`src/rtl/hilihase_pkg.sv`:
```
// Shared types for the hilihase drive path: 4-state codes, drive command
// format and scheduler state.
package hilihase_pkg;

    // Widths of the buffered command record; drivers instantiate with
    // ID_W/TIME_W no wider than these.
    localparam int unsigned CMD_ID_W   = 8;
    localparam int unsigned CMD_TIME_W = 32;

    typedef enum logic [1:0] {
        HV_0 = 2'd0,
        HV_1 = 2'd1,
        HV_X = 2'd2,
        HV_Z = 2'd3
    } hv_t;

    typedef struct packed {
        logic [CMD_ID_W-1:0]   id;
        hv_t                   val;
        logic [CMD_TIME_W-1:0] at_time;
    } drive_cmd_t;

    typedef enum logic [1:0] {
        EMPTY,
        WAIT,
        DUE
    } sched_state_t;

endpackage

```
`src/rtl/hilihase_cmd_fifo.sv`:
```
// Synchronous command FIFO with first-word-fall-through head.
module hilihase_cmd_fifo
    import hilihase_pkg::*;
#(
    parameter int unsigned DEPTH = 8
) (
    input  logic                     clk,
    input  logic                     rst,
    input  logic                     push,
    input  drive_cmd_t               push_cmd,
    input  logic                     pop,
    output drive_cmd_t               head,
    output logic                     full,
    output logic                     empty,
    output logic [$clog2(DEPTH):0]   fill
);

    localparam int unsigned AW = $clog2(DEPTH);

    drive_cmd_t       mem [DEPTH];
    logic [AW-1:0]    wr_ptr;
    logic [AW-1:0]    rd_ptr;
    logic [AW:0]      count;
    logic             do_push;
    logic             do_pop;

    assign full    = (count == (AW+1)'(DEPTH));
    assign empty   = (count == '0);
    assign fill    = count;
    assign head    = mem[rd_ptr];
    assign do_push = push && !full;
    assign do_pop  = pop && !empty;

    always_ff @(posedge clk) begin
        if (do_push) begin
            mem[wr_ptr] <= push_cmd;
        end
    end

    always_ff @(posedge clk) begin
        if (rst) begin
            wr_ptr <= '0;
            rd_ptr <= '0;
            count  <= '0;
        end else begin
            if (do_push) begin
                wr_ptr <= wr_ptr + AW'(1);
            end
            if (do_pop) begin
                rd_ptr <= rd_ptr + AW'(1);
            end
            case ({do_push, do_pop})
                2'b10:   count <= count + (AW+1)'(1);
                2'b01:   count <= count - (AW+1)'(1);
                default: count <= count;
            endcase
        end
    end

endmodule

```
`src/rtl/hilihase_drive_sched.sv`:
```
// Time-scheduled signal driver: buffers drive commands and applies each to
// its lane once the stepped harness time reaches the command's time.
module hilihase_drive_sched
    import hilihase_pkg::*;
#(
    parameter int unsigned N_SIG  = 8,
    parameter int unsigned ID_W   = 8,
    parameter int unsigned TIME_W = 32,
    parameter int unsigned DEPTH  = 8
) (
    input  logic                      clk,
    input  logic                      rst,
    input  logic                      cmd_valid,
    output logic                      cmd_ready,
    input  logic [ID_W-1:0]           cmd_id,
    input  logic [1:0]                cmd_val,
    input  logic [TIME_W-1:0]         cmd_time,
    input  logic                      step,
    output logic                      step_ready,
    output logic [TIME_W-1:0]         cur_time,
    output logic [N_SIG-1:0]          sig_out,
    output logic [N_SIG-1:0]          sig_oe,
    output logic [N_SIG-1:0]          sig_x,
    output logic                      err_id,
    output logic                      err_late,
    output logic [$clog2(DEPTH):0]    fill
);

    drive_cmd_t          wr_cmd;
    drive_cmd_t          head;
    logic                fifo_full;
    logic                fifo_empty;
    logic                pop;
    logic                head_late;
    logic                head_bad_id;
    logic [TIME_W-1:0]   d;
    sched_state_t        state;

    assign wr_cmd = '{id: CMD_ID_W'(cmd_id), val: hv_t'(cmd_val),
                      at_time: CMD_TIME_W'(cmd_time)};

    assign cmd_ready = !fifo_full && !rst;

    hilihase_cmd_fifo #(.DEPTH(DEPTH)) u_fifo (
        .clk      (clk),
        .rst      (rst),
        .push     (cmd_valid && cmd_ready),
        .push_cmd (wr_cmd),
        .pop      (pop),
        .head     (head),
        .full     (fifo_full),
        .empty    (fifo_empty),
        .fill     (fill)
    );

    // Serial-number distance: the sign bit of the wrapped difference says late.
    assign d           = head.at_time[TIME_W-1:0] - cur_time;
    assign head_late   = d[TIME_W-1];
    assign head_bad_id = (head.id == '0) || (head.id > CMD_ID_W'(N_SIG));

    // State follows the current buffer contents so a due command pops on the
    // edge right after it is accepted.
    always_comb begin
        state = EMPTY;
        if (!fifo_empty) begin
            state = (head_late || (d == '0)) ? DUE : WAIT;
        end
    end

    assign pop        = (state == DUE);
    assign step_ready = (state != DUE);

    always_ff @(posedge clk) begin
        if (rst) begin
            cur_time <= '0;
            sig_out  <= '0;
            sig_oe   <= '0;
            sig_x    <= '0;
            err_id   <= 1'b0;
            err_late <= 1'b0;
        end else begin
            if (step && step_ready) begin
                cur_time <= cur_time + TIME_W'(1);
            end
            err_id   <= pop && head_bad_id;
            err_late <= pop && head_late;
            for (int unsigned i = 0; i < N_SIG; i++) begin
                if (pop && !head_bad_id && (head.id == CMD_ID_W'(i + 1))) begin
                    case (head.val)
                        HV_0: begin sig_out[i] <= 1'b0; sig_oe[i] <= 1'b1; sig_x[i] <= 1'b0; end
                        HV_1: begin sig_out[i] <= 1'b1; sig_oe[i] <= 1'b1; sig_x[i] <= 1'b0; end
                        HV_X: begin sig_out[i] <= 1'b0; sig_oe[i] <= 1'b1; sig_x[i] <= 1'b1; end
                        default: begin sig_out[i] <= 1'b0; sig_oe[i] <= 1'b0; sig_x[i] <= 1'b0; end
                    endcase
                end
            end
        end
    end

endmodule

```
`config.mk`:
```
export PLATFORM = sky130hd
export DESIGN_NAME = hilihase_drive_sched
export DESIGN_NICKNAME = d
export VERILOG_FILES = /design/src/rtl/hilihase_pkg.sv /design/src/rtl/hilihase_cmd_fifo.sv /design/src/rtl/hilihase_drive_sched.sv
export SDC_FILE = /design/constraint.sdc
export NUM_CORES = 1
export LEC_CHECK = 0
export ABC_AREA = 1
export ABC_CLOCK_PERIOD_IN_PS = 5800
export BUFFER_PORTS_ARGS = -buffer_cell sky130_fd_sc_hd__clkbuf_2
export CORE_MARGIN = 3
export CORE_UTILIZATION = 61
export CTS_CLUSTER_SIZE = 25
export DETAILED_ROUTE_END_ITERATION = 12
export GPL_TIMING_DRIVEN = 0
export HOLD_SLACK_MARGIN = 0.02
export PLACE_DENSITY = 0.78
export SLEW_MARGIN = 20
export SYNTH_ARGS = -nofsm -noshare
export SYNTH_HDL_FRONTEND = slang
export SYNTH_SLANG_ARGS = --single-unit
```
`constraint.sdc`:
```
create_clock -name clk -period 5.8 [get_ports clk]
set_input_delay 0.58 -clock clk [delete_from_list [all_inputs] [get_ports clk]]
set_output_delay 0.58 -clock clk [all_outputs]
set_load 0.03 [all_outputs]
```
==> qor.txt <==
run status: completed
leak pwr: 8.62 nW
area growth from synthesis to layout: 17.3%
library cell with the largest summed area after synthesis: sky130_fd_sc_hd__edfxtp_1
site row count: 63
path depth of the worst reg2reg path: 34
Final Wtd Congestion: 0.975
fraction of post-synthesis cell area in the top cell type by area: 53.1%
initial standard-cell utilization of the core: 63.0%
Main synth FF type: sky130_fd_sc_hd__edfxtp_1
Net count, final: 2,262
Max Root-Sink Buffers: 3
kind of cell adding the most delay to the critical path: simple AND/OR/NAND/NOR gates
Detail Placement HPWL: 36,900 um
Total Power: 0.00949 W
Antenna Cells: 0
power per cell area: 426 nW/um2
Syn Std Cell Area: 19,000 um2
global-route wire length before repair: 79,800 um
min setup slack post-route: 0.274 ns
overall overflow remaining after global route: 0
Unique masters post-synth: 41
initial antenna violation count: 0
via count of the first global-routing pass: 14,800
Hold Path Cell Cnt: 1
vias: 15,400
Layout fillers: 2,085
count of routing violations after the opening detailed-route iteration: 1,831
clock net sink count: 407
clock-pin slew on the worst setup and hold paths: 0.06 ns
Synth Warn #: 0
number of violations of the max-capacitance limit: 0
end of the worst register-to-register path: u_fifo.fill[3]
maximum clock frequency: 0.181 GHz
Place WS: -0.969 ns
number of input and output port buffers inserted: 107
average cell area after synthesis: 9.43 um2
die outline height: 183 um
TritonCTS clock tree: built
number of levels the H-tree was split into: 2
Syn Nets: 2,101
placed instance count: 2,529
minimum clock period after layout: 5.53 ns
width of the chip: 183 um
cell repeated most along the worst path: sky130_fd_sc_hd__nor2_1
clock tree root buffer cell: sky130_fd_sc_hd__clkbuf_16
Sequential cell area: 11,500 um2
critical path required time: 6.24 ns
top library cells by usage in the layout, fill and taps aside: sky130_fd_sc_hd__nor2_1, sky130_fd_sc_hd__nand2_1, sky130_fd_sc_hd__edfxtp_1
CP startpoint kind: register
register-to-register path setup slack: 0.27 ns
CP Capture Type: register
part of the Yosys area used for sequential elements: 60.6%
path type of the worst min-delay path: in2reg
number of hold violations in the final report: 0
io pins: 110
area occupied by multi-input gates: 6770 um2
count of state elements after synthesis: 407
number of standard cells after synthesis: 2,016
worst ir drop on vdd: 0.314 mV
Core Area: 30,200 um2
delay of the slowest cell on the worst path: 0.38 ns
Crit Path Category: reg2reg
Post-synth EDFFs: 336
worst path buffer plus inverter count: 6
number of endpoints failing setup at the final stage: 0
Hold EP: u_fifo.mem[0][1]
arrival time of data at the critical path endpoint: 5.96 ns
number of vias per cell after detailed routing: 5.91
most frequent standard cell in the layout excluding fill and tap cells: sky130_fd_sc_hd__nor2_1
routed length per placed instance: 20.1 um
clock buffers created by TritonCTS: 42
setup tns final: 0 ns
highest-delay cell along the critical path: sky130_fd_sc_hd__dfxtp_4
DRT Pass-1 Iters: 7
fraction of registers with async set or reset after synthesis: 0%
worst setup skew after layout: 0.0241 ns
largest net degree at the start of global routing: 22
non-filler instance count after layout: 2,598
max-slew violation count: 0
worst-skew pair later-pin latency: 0.56 ns
fraction of the cycle the final worst path needs: 95.3%
synth top area cells: sky130_fd_sc_hd__edfxtp_1, sky130_fd_sc_hd__nor2_1, sky130_fd_sc_hd__dfxtp_1
Residual DRC: 0
worst slew slack as a fraction of its limit: 53.6%
actual transition at the worst max-transition pin: 0.677 ns
Post-DRT Antenna Nets: 0
worst hold slack across all endpoints: 0.290 ns
maximum fanout count along the critical path: 21
ratio of cells with drive above 1 in the final layout: 13.7%
routed wire length: 52,300 um
die outline area: 33,300 um2
launch point of the worst hold path: cmd_time[1]
all-layer global routing usage: 30.6%
CTS Hold Buffers Added: 0
[power breakdown]
part	internal [W]	leakage (nW)	switching (W)
Combinational	0.00116	4.36	0.00240
Clock	0.00150	0.649	0.00113
Sequential	0.00324	3.61	0.0000486
Total	0.00591	8.62	0.00358
[per-layer routing]
metal  up-vias  part of all wire (%)  GRT usage, %  wire length, um
met2       836                    49          51.1            25400
met3       127                   9.5          5.62             4940
li1       7178                     -             -                -
met4         0                   2.7          10.5             1410
met1      7211                    39          40.7            20500
met5         -                     0             0                0
[Yosys cell counts, types with 5 or more instances]
| master | number |
|---|---|
| sky130_fd_sc_hd__ha_1 | 37 |
| sky130_fd_sc_hd__nand3_1 | 82 |
| sky130_fd_sc_hd__clkbuf_1 | 54 |
| sky130_fd_sc_hd__nor2_1 | 392 |
| sky130_fd_sc_hd__dfxtp_1 | 71 |
| sky130_fd_sc_hd__buf_6 | 7 |
| sky130_fd_sc_hd__nand3b_1 | 7 |
| sky130_fd_sc_hd__buf_1 | 5 |
| sky130_fd_sc_hd__buf_2 | 9 |
| sky130_fd_sc_hd__xor2_1 | 30 |
| sky130_fd_sc_hd__nor4_1 | 12 |
| sky130_fd_sc_hd__nand4_1 | 19 |
| sky130_fd_sc_hd__edfxtp_1 | 336 |
| sky130_fd_sc_hd__a31oi_1 | 30 |
| sky130_fd_sc_hd__nor3_1 | 34 |
| sky130_fd_sc_hd__nand2_1 | 373 |
| sky130_fd_sc_hd__inv_1 | 195 |
| sky130_fd_sc_hd__o22ai_1 | 44 |
| sky130_fd_sc_hd__a21oi_1 | 73 |
| sky130_fd_sc_hd__o21ai_0 | 167 |
[worst max path at each step]
stage / from / to / slack [ns] / depth (start not counted)
5_1_grt: register / u_fifo.fill[3] / -0.06 / 37
3_3_place_gp: register / u_fifo.fill[3] / -0.83 / 38
4_1_cts: register / u_fifo.fill[3] / 0.01 / 35
2_1_floorplan: register / u_fifo.fill[3] / 0.76 / 37
3_5_place_dp: register / u_fifo.fill[3] / -0.97 / 38
6_report: register / u_fifo.fill[3] / 0.27 / 34
[per-stage QoR]
stage	util (%)	instance area [um2]
after floorplan	-	19000
after global placement	66.3	20000
after detailed placement	67.9	20500
after CTS	73.0	22000
after global routing	73.8	22300
final	73.8	22300
[final cells by class]
class | instances | share of cell area [%]
Tap cell | 390 | 2.19
Sequential cell | 407 | 51.7
Clock inverter | 25 | 1.10
Multi-Input combinational cell | 1333 | 30.4
Buffer | 69 | 2.07
Timing Repair Buffer | 123 | 4.22
Inverter | 201 | 3.44
Clock buffer | 50 | 4.95
[registers in the layout (all words and copies together) (netlist names), named ones only]
name	flops
u_fifo.mem	336
cur_time	32
sig_oe	8
sig_out	8
sig_x	8
u_fifo.fill	4
u_fifo.rd_ptr	3
u_fifo.wr_ptr	3
err_id	1
err_late	1
[repair_timing]
| action | CTS | global route |
|---|---|---|
| cloned | 0 | 0 |
| resized for setup | 70 | 81 |
| buffers inserted | 0 | 0 |
| pin swaps | 0 | 5 |
| endpoints found under the hold margin | 0 | 0 |
| endpoints found under the setup margin | 7 | 4 |
[worst reg2reg max path: cells and delay by family (launching register included)]
kind	cells	cell delay, ns
AO/OA/AOI/OAI	6	0.99
adder cells (fa/ha/maj)	3	0.79
buffers and inverters	6	1.02
flip-flops	1	0.38
AND/OR/NAND/NOR	19	2.26
[cell families after synthesis]
logic type | synth area share (%)
and+or+nand+nor | 19.9
DFF | 60.6
AOI/OAI and AO/OA | 9.41
buffers and inverters | 5.80
adders and majority gates | 2.65
xor gates and xnor gates | 1.61
muxes | 0.0527
Note: power is estimated with default switching activity, not from simulation.
